### src/rtl/truth_table_sequencer_pkg.sv
// -----------------------------------------------------------------------------
// truth_table_sequencer_pkg
// Shared definitions for the truth-table sequencer:
//   state_t    - sequencer FSM encoding (IDLE/DRIVE/DONE)
//   clog2_min1 - ceil(log2(value)), never less than 1, for sizing counters
// -----------------------------------------------------------------------------
package truth_table_sequencer_pkg;

  typedef enum logic [1:0] {
    ST_IDLE  = 2'd0,
    ST_DRIVE = 2'd1,
    ST_DONE  = 2'd2
  } state_t;

  // Width needed to count 0..value-1; a 1-cycle dwell still gets a 1-bit counter.
  function automatic int clog2_min1(input int value);
    int w;
    w = 0;
    for (int i = 0; i < 31; i++) begin
      if ((1 << i) < value) w = i + 1;
    end
    return (w < 1) ? 1 : w;
  endfunction

endpackage

### src/rtl/truth_table_sequencer_dwell_timer.sv
// -----------------------------------------------------------------------------
// dwell_timer
// Counts the cycles an input vector has been held.
//   clk    - system clock
//   rst    - synchronous active-high reset
//   clear  - force the count back to 0 (start of a run)
//   en     - count this cycle
//   expire - high on the last cycle of each dwell (count == DWELL_CYCLES-1
//            while enabled); the count reloads to 0 on that same edge
// -----------------------------------------------------------------------------
module dwell_timer
  import truth_table_sequencer_pkg::*;
#(
  parameter int DWELL_CYCLES = 25
) (
  input  logic clk,
  input  logic rst,
  input  logic clear,
  input  logic en,
  output logic expire
);

  localparam int CW = clog2_min1(DWELL_CYCLES);
  localparam logic [CW-1:0] LAST = CW'(DWELL_CYCLES - 1);

  logic [CW-1:0] r_cnt;
  logic          w_last;

  assign w_last = (r_cnt == LAST);
  assign expire = en & w_last;

  always_ff @(posedge clk) begin
    if (rst) begin
      r_cnt <= '0;
    end else if (clear) begin
      r_cnt <= '0;
    end else if (en) begin
      r_cnt <= w_last ? '0 : r_cnt + 1'b1;
    end
  end

endmodule

### src/rtl/truth_table_sequencer.sv
// -----------------------------------------------------------------------------
// truth_table_sequencer
// Steps a combinational gate through every input combination in ascending
// order, holds each for DWELL_CYCLES clocks and captures the gate output at
// the end of each dwell into a truth-table register.
//   clk         - system clock, all state changes on rising edge
//   rst         - synchronous active-high reset
//   start       - run request, only looked at while idle (not queued)
//   gate_o      - output of the gate under test
//   vec         - registered gate input vector (MSB drives gate input i0)
//   busy        - high while vectors are applied
//   done        - one-cycle pulse when a run completes
//   truth_table - bit k = gate_o captured while vec == k
//   dbg_state   - current sequencer state
// -----------------------------------------------------------------------------
module truth_table_sequencer
  import truth_table_sequencer_pkg::*;
#(
  parameter int N_INPUTS     = 2,
  parameter int DWELL_CYCLES = 25
) (
  input  logic                       clk,
  input  logic                       rst,
  input  logic                       start,
  input  logic                       gate_o,
  output logic [N_INPUTS-1:0]        vec,
  output logic                       busy,
  output logic                       done,
  output logic [(1<<N_INPUTS)-1:0]   truth_table,
  output state_t                     dbg_state
);

  localparam int N_VEC = 1 << N_INPUTS;
  localparam logic [N_INPUTS-1:0] LAST_VEC = '1;

  state_t              r_state;
  logic [N_INPUTS-1:0] r_vec;
  logic                r_busy;
  logic                r_done;
  logic [N_VEC-1:0]    r_tt;

  logic w_accept;
  logic w_drive;
  logic w_expire;

  assign w_accept = (r_state == ST_IDLE) & start;
  assign w_drive  = (r_state == ST_DRIVE);

  // Clearing on the accepting edge makes the first dwell start at count 0.
  dwell_timer #(
    .DWELL_CYCLES(DWELL_CYCLES)
  ) u_dwell_timer (
    .clk   (clk),
    .rst   (rst),
    .clear (w_accept),
    .en    (w_drive),
    .expire(w_expire)
  );

  always_ff @(posedge clk) begin
    if (rst) begin
      r_state <= ST_IDLE;
      r_vec   <= '0;
      r_busy  <= 1'b0;
      r_done  <= 1'b0;
      r_tt    <= '0;
    end else begin
      r_done <= 1'b0;
      case (r_state)
        ST_IDLE: begin
          r_vec  <= '0;
          r_busy <= 1'b0;
          if (start) begin
            r_state <= ST_DRIVE;
            r_busy  <= 1'b1;
            r_tt    <= '0;
          end
        end
        ST_DRIVE: begin
          if (w_expire) begin
            r_tt[r_vec] <= gate_o;
            // Terminal vector is detected explicitly, so vec never wraps.
            if (r_vec == LAST_VEC) begin
              r_state <= ST_DONE;
              r_vec   <= '0;
              r_busy  <= 1'b0;
              r_done  <= 1'b1;
            end else begin
              r_vec <= r_vec + 1'b1;
            end
          end
        end
        ST_DONE: begin
          r_state <= ST_IDLE;
        end
        default: begin
          r_state <= ST_IDLE;
          r_vec   <= '0;
          r_busy  <= 1'b0;
        end
      endcase
    end
  end

  assign vec         = r_vec;
  assign busy        = r_busy;
  assign done        = r_done;
  assign truth_table = r_tt;
  assign dbg_state   = r_state;

endmodule

### config.mk
export PLATFORM = sky130hd
export DESIGN_NAME = truth_table_sequencer
export DESIGN_NICKNAME = d
export VERILOG_FILES = /design/src/rtl/truth_table_sequencer_pkg.sv /design/src/rtl/truth_table_sequencer_dwell_timer.sv /design/src/rtl/truth_table_sequencer.sv
export SDC_FILE = /design/constraint.sdc
export NUM_CORES = 1
export LEC_CHECK = 0
export CELL_PAD_IN_SITES_DETAIL_PLACEMENT = 1
export CELL_PAD_IN_SITES_GLOBAL_PLACEMENT = 2
export CORE_MARGIN = 8
export CORE_UTILIZATION = 31
export DETAILED_ROUTE_END_ITERATION = 7
export PLACE_DENSITY = 0.83
export SKIP_CTS_REPAIR_TIMING = 1
export SYNTH_ARGS = -nofsm -noshare
export SYNTH_HDL_FRONTEND = slang
export SYNTH_SLANG_ARGS = --single-unit
### constraint.sdc
create_clock -name clk -period 2 [get_ports clk]
set_input_delay 0.3 -clock clk [delete_from_list [all_inputs] [get_ports clk]]
set_output_delay 0.3 -clock clk [all_outputs]
set_load 0.02 [all_outputs]
==> results.cfg <==
[layout]
final_common_cell = dfxtp_1
nets = 116
drive_gt1_share_pct = 11.43
area_growth_pct = 21.04
final_area_um2 = 1022
mostFrequentLayoutCells = 15 x dfxtp_1, 13 x clkdlybuf4s50_1, 9 x nand3_1
diodes = 0

[timing]
setup_violations = 0
period_share_pct = 85.35
fmax_mhz = 585.8
relSlewSlack_pct = 68.02
drv_slew = 0
hold_viol = 0
finalSetupTns_ns = 0
timing.final.crit_period_ns = 1.707
final.setup_skew_ns = 0.003121
worstMarginPinSlew_ns = 0.4776
rsz0062_at_grt = false

[worst_setup_path]
worst-setup-path-type = register to output pin
cp_cell_sequence = clkdlybuf4s50_1
cp-endpoint = dbg_state[0]
crit_arrival_ns = 1.41
max_stage_delay_ns = 0.66
r2r_end = dbg_state[0]
cp.buffers_inverters = 1
reg2regPathDepth = 6
worstSetupPathDepth = 1
critPathSlowestCell = clkdlybuf4s50_1
critical_path.max_fanout = 9
startpoint = dbg_state[0]
r2r_slack_ns = 0.34
cp_top_family = buffers and inverters
cp-end-kind = output pin
r2r_start = u_dwell_timer.r_cnt[0]
required_ns = 1.70
start_kind = register

[clock_tree]
cts_sinks = 15
clk_pin_slew_ns = 0.08
clk_latency_ns = 0.28
htreeDepth = 1
cts_buffers = 3
cts_tree = done
cts_root_buffer = clkbuf_4
clockBufferDepth = 2

[synth]
synth_area_um2 = 844.6
async_flop_share_pct = 0
synth_edf_count = 0
synth_nets = 101
synthCells = 91
synth-main-ff-cell = dfxtp_1
yosys_register_bits = 15
synth_warnings = 0
ys_types = 36
avgSynthCellArea_um2 = 9.281
yosysSeqAreaShare_pct = 35.56

[floorplan]
num_rows = 19
fp.dieH_um = 68.20
coreArea_um2 = 2663
die-width_um = 68.20
start_util_pct = 31.72
die_area_um2 = 4651
io_pins = 14

[drt]
first_iter_violations = 19
drt-total-wl_um = 2127
antenna_left = 0
routedWlPerCell_um = 15.64
vias = 729
drc = 0
firstDrtPassIters = 3
viasPerCell = 5.360

[global_routing]
grt_max_degree = 14
grt-ovfl-total = 0
grt_use_total_pct = 9.907
grt_antenna_before_repair = 0
first_global_vias = 740
grt_pass1_wl_um = 3429

[power_and_ir_drop]
power_density_nw_per_um2 = 530.9
ir_worst_vdd_mv = 0.3033
leakagePower_nw = 0.3583

[status]
status = finished, final reports clean

[flow_run]
max_cap_viol_count = 0

[worst_hold_path]
hp-start = u_dwell_timer.r_cnt[4]
hp-class = register to register

[placed_design]
io_buffer_count = 13
dpl.hpwl_um = 1672
gp_congestion = 0.7119
postPlaceCellArea_um2 = 996.0
registers in the layout, indices dropped and copies added, names as in the netlist:
signal	flops
vec	2
truth_table	4
dbg_state	2
busy	1
u_dwell_timer.r_cnt	5
done	1
synthesized netlist by cell type, types with 2 or more instances:
cell type	n	area (µm²)
dfxtp_1	15	300.3
o211ai_2	3	37.54
nor2_1	4	15.01
nand2_1	6	22.52
o211ai_1	2	15.01
nand3_1	9	45.04
nor4_1	2	12.51
nand2b_1	4	25.02
o2111ai_1	3	26.28
nand4_1	2	12.51
ha_1	6	75.07
buf_2	2	10.01
inv_1	6	22.52
a21oi_1	5	25.02
tightest hold or removal path: stages, from the launching register on:
cell and delay, ns:
dfxtp_1 0.34, o21ai_0 0.08, a21oi_1 0.06
final cells by class:
type,count,area (µm²)
tap,31,38.79
clock buffer,4,26.28
sequential,15,300.3
multi-input combinational,65,489.2
fill,319,1640
inverter,6,22.52
timing repair buffer,15,145.1
worst min-delay path by stage:
| stage | cells past startpoint | slack [ns] | endpoint |
|---|---|---|---|
| 2_1_floorplan | 2 | 0.45 | truth_table[3] |
| 3_3_place_gp | 2 | 0.49 | truth_table[3] |
| 3_5_place_dp | 2 | 0.51 | busy |
| 4_1_cts | 2 | 0.53 | busy |
| 5_1_grt | 2 | 0.55 | truth_table[3] |
| 6_report | 2 | 0.52 | u_dwell_timer.r_cnt[4] |
cells by family (layout without fill, tap and decap cells):
family,after synthesis,in the layout,synth area share (%)
and+or+nand+nor,35,35,24.15
AOI/OAI and AO/OA,22,22,22.08
DFF,15,15,35.56
buffers and inverters,11,25,6.518
adders and majority gates,6,6,8.889
xor gates and xnor gates,1,1,1.037
muxes,1,1,1.777
report_power, final:
part	total (mW)	switching [mW]	leakage (nW)	internal (mW)
clock network	0.172	0.0942	0.0150	0.0774
logic	0.0609	0.0359	0.222	0.0250
registers	0.310	0.00661	0.122	0.304
metrics by stage:
stage               setup WS [ns]  hold WS [ns]  util, %  power (mW)  std cells
CTS                        0.2656        0.5292    38.39      0.5542        136
global placement           0.3137        0.4852    37.41      0.3774        132
floorplan                  0.5619        0.4502        -      0.3585         91
global route               0.1801        0.5544    38.39      0.5704        136
finish                     0.2931        0.5187    38.39      0.5427        136
detailed placement         0.2780        0.5072    37.41      0.3788        132
metal layers:
metal | track usage (%) | routed length [µm] | vias up
met2 | 17.23 | 1048 | 9
met5 | 0 | 0 | -
met4 | 3.069 | 17 | 0
met1 | 10.90 | 961 | 352
met3 | 3.764 | 99 | 2
li1 | - | - | 366
(Power assumes the default switching activity.)
